File: config.mk
export PLATFORM = sky130hd
export DESIGN_NAME = mem_port_arbiter
export DESIGN_NICKNAME = d
export VERILOG_FILES = /design/src/rtl/mem_port_arbiter_pkg.sv /design/src/rtl/arb_rr_pick.sv /design/src/rtl/mem_port_arbiter.sv
export SDC_FILE = /design/constraint.sdc
export NUM_CORES = 1
export LEC_CHECK = 0
export CAP_MARGIN = 20
export CORE_ASPECT_RATIO = 1.1
export CORE_UTILIZATION = 35
export DETAILED_ROUTE_END_ITERATION = 10
export PLACE_DENSITY = 0.82
export SLEW_MARGIN = 30
export SYNTH_ARGS = -nofsm -noshare
export SYNTH_HDL_FRONTEND = slang
export SYNTH_HIERARCHICAL = 1
export SYNTH_SLANG_ARGS = --single-unit
File: constraint.sdc
create_clock -name iCLK -period 1.4 [get_ports iCLK]
set_input_delay 0.28 -clock iCLK [delete_from_list [all_inputs] [get_ports iCLK]]
set_output_delay 0.28 -clock iCLK [all_outputs]
set_load 0.05 [all_outputs]
File: src/rtl/mem_port_arbiter_pkg.sv
// Shared definitions for the I/D memory port arbiter: FSM encodings, requester IDs
// and the default abort timeout.
package mem_port_arbiter_pkg;

    typedef enum logic [1:0] {
        ARB_IDLE = 2'd0,
        ARB_REQ  = 2'd1,
        ARB_WAIT = 2'd2
    } arb_state_e;

    typedef enum logic {
        REQ_I = 1'b0,
        REQ_D = 1'b1
    } req_id_e;

    localparam int ARB_TIMEOUT_DEF = 255;

endpackage

File: src/rtl/arb_rr_pick.sv
// Two-way round-robin pick between fetch and data sides; the last-served side
// loses a tie and is updated only when the caller strobes a grant.
module arb_rr_pick
    import mem_port_arbiter_pkg::*;
(
    input  logic    clk,
    input  logic    rst,
    input  logic    req_i,
    input  logic    req_d,
    input  logic    grant_stb,
    output req_id_e winner
);

    req_id_e last_q;
    req_id_e last_d;

    always_comb begin
        winner = REQ_I;
        if (req_i && req_d) begin
            winner = (last_q == REQ_I) ? REQ_D : REQ_I;
        end else if (req_d) begin
            winner = REQ_D;
        end
        last_d = grant_stb ? winner : last_q;
    end

    always_ff @(posedge clk) begin
        if (rst) begin
            last_q <= REQ_I;
        end else begin
            last_q <= last_d;
        end
    end

endmodule

File: src/rtl/mem_port_arbiter.sv
// Single-outstanding arbiter sharing one memory port between fetch and data sides.
// Optional abort-on-timeout is built when ARB_TIMEOUT_EN is defined.
module mem_port_arbiter
    import mem_port_arbiter_pkg::*;
#(
    parameter int ADDR_W  = 32,
    parameter int DATA_W  = 32,
    parameter int TIMEOUT = ARB_TIMEOUT_DEF
) (
    input  logic                iCLK,
    input  logic                iRST,
    input  logic                iI_REQ,
    input  logic [ADDR_W-1:0]   iI_ADDR,
    output logic                oI_GNT,
    output logic                oI_RVALID,
    output logic [DATA_W-1:0]   oI_RDATA,
    output logic                oI_ERR,
    input  logic                iD_REQ,
    input  logic                iD_WE,
    input  logic [DATA_W/8-1:0] iD_BE,
    input  logic [ADDR_W-1:0]   iD_ADDR,
    input  logic [DATA_W-1:0]   iD_WDATA,
    output logic                oD_GNT,
    output logic                oD_RVALID,
    output logic [DATA_W-1:0]   oD_RDATA,
    output logic                oD_ERR,
    output logic                oM_REQ,
    output logic                oM_WE,
    output logic [DATA_W/8-1:0] oM_BE,
    output logic [ADDR_W-1:0]   oM_ADDR,
    output logic [DATA_W-1:0]   oM_WDATA,
    input  logic                iM_GNT,
    input  logic                iM_RVALID,
    input  logic [DATA_W-1:0]   iM_RDATA
);

    localparam int BE_W = DATA_W / 8;

    arb_state_e        state_q, state_d;
    req_id_e           owner_q, owner_d;
    req_id_e           winner;
    logic              grant_stb, done, abort, timeout_hit;
    logic              i_gnt_q, i_gnt_d, d_gnt_q, d_gnt_d;
    logic              m_req_q, m_req_d, m_we_q, m_we_d;
    logic [BE_W-1:0]   m_be_q, m_be_d;
    logic [ADDR_W-1:0] m_addr_q, m_addr_d;
    logic [DATA_W-1:0] m_wdata_q, m_wdata_d;
    logic              i_rvalid_q, i_rvalid_d, d_rvalid_q, d_rvalid_d;
    logic [DATA_W-1:0] i_rdata_q, i_rdata_d, d_rdata_q, d_rdata_d;

    arb_rr_pick u_pick (
        .clk       (iCLK),
        .rst       (iRST),
        .req_i     (iI_REQ),
        .req_d     (iD_REQ),
        .grant_stb (grant_stb),
        .winner    (winner)
    );

    always_comb begin
        state_d    = state_q;
        owner_d    = owner_q;
        grant_stb  = 1'b0;
        done       = 1'b0;
        abort      = 1'b0;
        i_gnt_d    = 1'b0;
        d_gnt_d    = 1'b0;
        m_req_d    = m_req_q;
        m_we_d     = m_we_q;
        m_be_d     = m_be_q;
        m_addr_d   = m_addr_q;
        m_wdata_d  = m_wdata_q;
        i_rvalid_d = 1'b0;
        d_rvalid_d = 1'b0;
        i_rdata_d  = i_rdata_q;
        d_rdata_d  = d_rdata_q;

        case (state_q)
            ARB_IDLE: begin
                if (iI_REQ || iD_REQ) begin
                    grant_stb = 1'b1;
                    owner_d   = winner;
                    state_d   = ARB_REQ;
                    m_req_d   = 1'b1;
                    if (winner == REQ_D) begin
                        d_gnt_d   = 1'b1;
                        m_we_d    = iD_WE;
                        m_be_d    = iD_BE;
                        m_addr_d  = iD_ADDR;
                        m_wdata_d = iD_WDATA;
                    end else begin
                        i_gnt_d   = 1'b1;
                        m_we_d    = 1'b0;
                        m_be_d    = '0;
                        m_addr_d  = iI_ADDR;
                        m_wdata_d = '0;
                    end
                end
            end
            ARB_REQ: begin
                if (timeout_hit) begin
                    abort = 1'b1;
                end else if (iM_GNT) begin
                    state_d = ARB_WAIT;
                    m_req_d = 1'b0;
                end
            end
            ARB_WAIT: begin
                // A real response arriving on the last allowed cycle beats the abort.
                if (iM_RVALID) begin
                    done = 1'b1;
                end else if (timeout_hit) begin
                    abort = 1'b1;
                end
            end
            default: state_d = ARB_IDLE;
        endcase

        if (done || abort) begin
            state_d = ARB_IDLE;
            m_req_d = 1'b0;
            if (owner_q == REQ_D) begin
                d_rvalid_d = 1'b1;
                d_rdata_d  = (abort || m_we_q) ? '0 : iM_RDATA;
            end else begin
                i_rvalid_d = 1'b1;
                i_rdata_d  = abort ? '0 : iM_RDATA;
            end
        end
    end

    always_ff @(posedge iCLK) begin
        if (iRST) begin
            state_q    <= ARB_IDLE;
            owner_q    <= REQ_I;
            i_gnt_q    <= 1'b0;
            d_gnt_q    <= 1'b0;
            m_req_q    <= 1'b0;
            m_we_q     <= 1'b0;
            m_be_q     <= '0;
            m_addr_q   <= '0;
            m_wdata_q  <= '0;
            i_rvalid_q <= 1'b0;
            d_rvalid_q <= 1'b0;
            i_rdata_q  <= '0;
            d_rdata_q  <= '0;
        end else begin
            state_q    <= state_d;
            owner_q    <= owner_d;
            i_gnt_q    <= i_gnt_d;
            d_gnt_q    <= d_gnt_d;
            m_req_q    <= m_req_d;
            m_we_q     <= m_we_d;
            m_be_q     <= m_be_d;
            m_addr_q   <= m_addr_d;
            m_wdata_q  <= m_wdata_d;
            i_rvalid_q <= i_rvalid_d;
            d_rvalid_q <= d_rvalid_d;
            i_rdata_q  <= i_rdata_d;
            d_rdata_q  <= d_rdata_d;
        end
    end

`ifdef ARB_TIMEOUT_EN
    localparam logic [15:0] TO_LAST = 16'(TIMEOUT - 1);

    logic [15:0] cnt_q, cnt_d;
    logic        i_err_q, i_err_d, d_err_q, d_err_d;

    // Held at zero while idle so it starts from zero on every entry to REQ.
    always_comb begin
        cnt_d   = (state_q == ARB_IDLE) ? 16'd0 : cnt_q + 16'd1;
        i_err_d = abort && (owner_q == REQ_I);
        d_err_d = abort && (owner_q == REQ_D);
    end

    assign timeout_hit = (state_q != ARB_IDLE) && (cnt_q == TO_LAST);

    always_ff @(posedge iCLK) begin
        if (iRST) begin
            cnt_q   <= '0;
            i_err_q <= 1'b0;
            d_err_q <= 1'b0;
        end else begin
            cnt_q   <= cnt_d;
            i_err_q <= i_err_d;
            d_err_q <= d_err_d;
        end
    end

    assign oI_ERR = i_err_q;
    assign oD_ERR = d_err_q;
`else
    assign timeout_hit = 1'b0;
    assign oI_ERR      = 1'b0;
    assign oD_ERR      = 1'b0;
`endif

    assign oI_GNT    = i_gnt_q;
    assign oI_RVALID = i_rvalid_q;
    assign oI_RDATA  = i_rdata_q;
    assign oD_GNT    = d_gnt_q;
    assign oD_RVALID = d_rvalid_q;
    assign oD_RDATA  = d_rdata_q;
    assign oM_REQ    = m_req_q;
    assign oM_WE     = m_we_q;
    assign oM_BE     = m_be_q;
    assign oM_ADDR   = m_addr_q;
    assign oM_WDATA  = m_wdata_q;

endmodule
== After elaboration in Yosys (flattened, before gate mapping) ==
Cells that the tools add are included.

* Equality and inequality tests: 4
* Muxes and demuxes: 22
* Bitwise logic cells: 5
* Reduce and logical (&&, ||, !) cells: 12

{| class="wikitable"
|+ Operators with widths
! kind !! count
|-
| two-way mux 32 bit || 3
|-
| two-way mux 1 bit || 14
|-
| one-hot mux 2 bit (3 select lines) || 1
|-
| AND reduction 2 bit || 3
|-
| AND reduction 3 bit || 2
|-
| inverter 1 bit || 5
|-
| two-way mux 2 bit || 2
|-
| two-way mux 4 bit || 1
|-
| != test 2 bit, second input constant || 2
|-
| OR reduction 2 bit || 2
|-
| OR reduction 3 bit || 1
|-
| == test 2 x 1 -> 1 bit, second input constant || 1
|-
| == test 2 bit, second input constant || 1
|-
| logical NOT 2 bit || 1
|-
| one-hot mux 1 bit (2 select lines) || 1
|-
| nonzero test 2 bit || 1
|-
| logical AND 1 bit || 1
|-
| logical OR 1 bit || 1
|}

* Register bits: 142

== Longest topological paths before layout ==
* Depth in word-level cells: 4
* Mapped depth: 7
* Gate-level depth less buffers: 5

== Cells and area by module ==
The synthesis kept the hierarchy.

{| class="wikitable"
|+ By module, submodules not included
! module !! cells an instance !! area an instance (um^2) !! times used
|-
| mem_port_arbiter || 544 || 5,216.3 || 1
|-
| arb_rr_pick || 5 || 51.3 || 1
|}

== Least setup slack after synthesis ==
Ideal clock, no wire load.

* Kind: input port to flip-flop
* Start point: in iD_REQ
* End point: reg m_wdata_q[13] (netlist: oM_WDATA[13])
* Stages on the path: 6
* Setup slack: 0.005 ns
* Setup time: 0.117 ns
* Data arrival time: 1.278 ns
* Path buffers: 3
* Cells stage by stage: or2_1 > buf_6 > and4b_4 > buf_6 > buf_6 > a22o_1

* Word-level cells in the longest chain between the ends: 3
* Elaborated cells between the ends (all ways): 6

{| class="wikitable"
|+ Ends and longest elaborated chain
! element !! line !! text
|-
| start: declaration || mem_port_arbiter.sv:18 || <nowiki>input logic iD_REQ,</nowiki>
|-
| two-way mux 1 bit or logical AND 1 bit (tied branches) || arb_rr_pick.sv:21, arb_rr_pick.sv:19 ||
|-
| two-way mux 1 bit || arb_rr_pick.sv:19 || <nowiki>if (req_i && req_d) begin</nowiki>
|-
| two-way mux 32 bit || mem_port_arbiter.sv:85 || <nowiki>if (winner == REQ_D) begin</nowiki>
|-
| end signal: assignment || mem_port_arbiter.sv:156 || <nowiki>m_wdata_q <= m_wdata_d;</nowiki>
|-
| end: declaration || mem_port_arbiter.sv:47 || <nowiki>logic [DATA_W-1:0] m_wdata_q, m_wdata_d;</nowiki>
|}

Parallel ways exist; a longest one is shown, timed or not.
A chain may end at the register's enable or synchronous reset.

== Final worst setup path ==
* Start point: in iI_REQ
* End point: reg m_addr_q[27] (netlist: oM_ADDR[27])

* Word-level cells in the longest chain between the ends: 3
* Elaborated cells between the ends (all ways): 5

{| class="wikitable"
|+ Ends and longest elaborated chain
! element !! line !! text
|-
| start: declaration || mem_port_arbiter.sv:12 || <nowiki>input logic iI_REQ,</nowiki>
|-
| logical AND 1 bit || arb_rr_pick.sv:19 ||
|-
| two-way mux 1 bit || arb_rr_pick.sv:19 ||
|-
| named net winner || mem_port_arbiter.sv:41 || <nowiki>req_id_e winner;</nowiki>
|-
| two-way mux 32 bit || mem_port_arbiter.sv:85 ||
|-
| end signal: assignment || mem_port_arbiter.sv:155 || <nowiki>m_addr_q <= m_addr_d;</nowiki>
|-
| end: declaration || mem_port_arbiter.sv:46 || <nowiki>logic [ADDR_W-1:0] m_addr_q, m_addr_d;</nowiki>
|}

The timed path passes the listed nets, and every way through them passes these cells.

==> impl_metrics.toml <==
[clock_network]
clock_latency_ns = 0.42
cts-root-buf = "clkbuf_16"
cts_num_sinks = 142
tritoncts = "yes"
cts_hold_buf = 0
cts_max_path_buffers = 2
cts.clk_slew.worst_paths_ns = 0.06
h-tree-depth = 4
cts_buffers = 17

[worst_setup_path]
rr_worst_depth = 5
crit_required_ns = 1.68
path_max_fanout = 9
critPathSlowestCell = "clkdlybuf4s50_1"
arrival_ns = 1.67
critPathMaxStageDelay_ns = 0.47
critPathTopFamily = "buffers and inverters"
cp-end-kind = "flop"
worstSetupStartpointType = "input port"
crit_type = "in -> reg"
crit_chain = "clkdlybuf4s50_1 -> a21boi_4 -> buf_8 -> buf_12 -> mux2i_1 -> a211oi_1"
worst-path-buf-inv = 3
worstSetupPathDepth = 6

[sta]
layout_min_cycle_time_ns = 1.39
period_share = 0.990
setup_viol_count_final = 0
timing.fmax_mhz = 721
fin_setup_tns_ns = 0
slew_viol_final = 0
finalHoldViolations = 0
finClkSkew_ns = 0.0114

[flow_run]
drv_cap = 0

[finish]
final.fill_count = 962
fin_util = 0.725
num-nets-final = 964
finalInstanceArea_um2 = 10600
layout-area-overhead-vs-synth_pct = 100
antenna-diode-count = 0
drive_gt1_frac = 0.266
final_cell_mix = "buf_12 (149), dfxtp_1 (138), clkdlybuf4s50_1 (135), nand2_1 (99), a21oi_1 (98)"
final_common_cell = "buf_12"

[pwr]
leakage_nw = 4.03
finalPower_w = 0.0125
irDropWorstVdd_v = 0.000680
powerDensity_nw_per_um2 = 1190

[synth]
netlist_top_cells_area = "dfxtp_1 (54%), a21oi_1 (9.5%), nand2_1 (7.1%)"
synth_top_area_frac = 0.540
ys_types = 30
synthFlopType = "dfxtp_1"
syn_area_um2 = 5270
synthArstFlopShare = 0
ys_ff_latch = 142
yosysTopAreaCell = "dfxtp_1"
yosys_warnings = 6
synth_edf_count = 0
seq_area_frac_synth = 0.540
syn_avg_cell_area_um2 = 9.59
syn_inst = 549

[detailed_routing]
vias_per_cell = 5.13
vias = 5285
finalWirelength_um = 18700
drtIter0Drc = 280
post-route-drc-count = 0
ant_nets = 0
dr.pass1.iters = 5
wire_per_inst_um = 18.2

[hold_path]
hp-class = "in -> reg"
hold_depth = 2

[floorplanning]
dieWidth_um = 119
rows = 46
die_area_um2 = 15500
die_h_um = 131
start_util = 0.362
ios = 279
core_area_um2 = 14600

[global_routing]
gr-total-overflow = 0
grt_pass1_vias = 5336
grt_max_degree = 89
grt_pass1_wl_um = 28200
track_usage = 0.236
antenna_found_initial = 0

[outcome]
outcome = "complete, no violations"

[placement]
io_buffers = 276
globalplace.congestion = 0.791
hpwl_um = 12800
placed_area_um2 = 9700
cells by family (layout without fill, tap and decap cells):
family          count (synthesis)  count (layout)  share of synthesized area
mux                            32              32                     0.0608
compound gates                173             173                      0.209
flops                         142             142                      0.540
simple gates                  144             146                      0.136
other cells                     1               2                   0.000712
buf+inv                        57             343                     0.0537
metrics by stage:
step                      instances  hold WS, ns  setup WS, ns
after floorplan                 550        0.413       0.00464
after global placement          984        0.476        -0.569
after detailed placement        984        0.482        -0.621
after CTS                      1021        0.316       0.00209
after global routing           1030        0.288       -0.0200
final                          1030        0.307        0.0135
worst register-to-register path: stages (launching register included):
cell	delay (ns)
dfxtp_1	0.34
a21boi_4	0.24
buf_8	0.17
buf_12	0.15
mux2i_1	0.24
a211oi_1	0.10
power breakdown:
group	total [W]	internal, W	leakage (nW)	switching, W
combinational	0.00310	0.00160	2.57	0.00151
sequential	0.00456	0.00428	1.16	0.000273
clock	0.00486	0.00309	0.302	0.00178
worst paths after layout:
path	from	end	slack, ns
worst min register to register	oD_RDATA[0]	oD_RDATA[0]	0.49
worst min-delay path	iRST	oD_GNT	0.31
worst max register to register	u_pick/last_q	oM_ADDR[27]	0.05
worst max-delay path	iI_REQ	oM_ADDR[27]	0.01
state kept, by name, indices dropped and copies added, names as in the netlist:
register       cells
owner_q            1
oD_GNT             1
oD_RVALID          1
oM_BE              4
oM_REQ             1
oM_ADDR           32
oD_RDATA          32
oM_WDATA          32
state_q            2
oI_RDATA          32
oI_RVALID          1
oM_WE              1
u_pick/last_q      1
oI_GNT             1
routing by layer:
layer / GRT usage / up-vias / part of all wire
met3: 0.0694 / 40 / 0.063
met2: 0.431 / 226 / 0.53
li1: - / 2500 / -
met1: 0.250 / 2519 / 0.37
met4: 0.118 / 0 / 0.032
met5: 0 / - / 0
cell usage after synthesis (all sizes together) (3+ instances only):
| master | n |
|---|---|
| nand2 | 99 |
| inv | 3 |
| buf | 33 |
| nand3b | 33 |
| mux2i | 32 |
| clkbuf | 21 |
| a21oi | 100 |
| dfxtp | 142 |
| a211oi | 32 |
| a22o | 37 |
| nor2 | 3 |
cell type report:
cell class | count | area [µm²] | area share
flip-flops and latches | 142 | 2860 | 0.270
inverters | 3 | 11.3 | 0.00107
clock inverters | 13 | 186 | 0.0177
clock buffers | 19 | 453 | 0.0429
well taps | 192 | 240 | 0.0228
multi-input cells | 353 | 2230 | 0.211
repair buffers | 308 | 4580 | 0.434
timing repair:
item                       CTS  global route
resized for setup            8            15
gates cloned                 3             1
setup endpoints to repair   53            48
pin swaps                    2             0
buffers inserted             2             8
(Power assumes the default switching activity.)
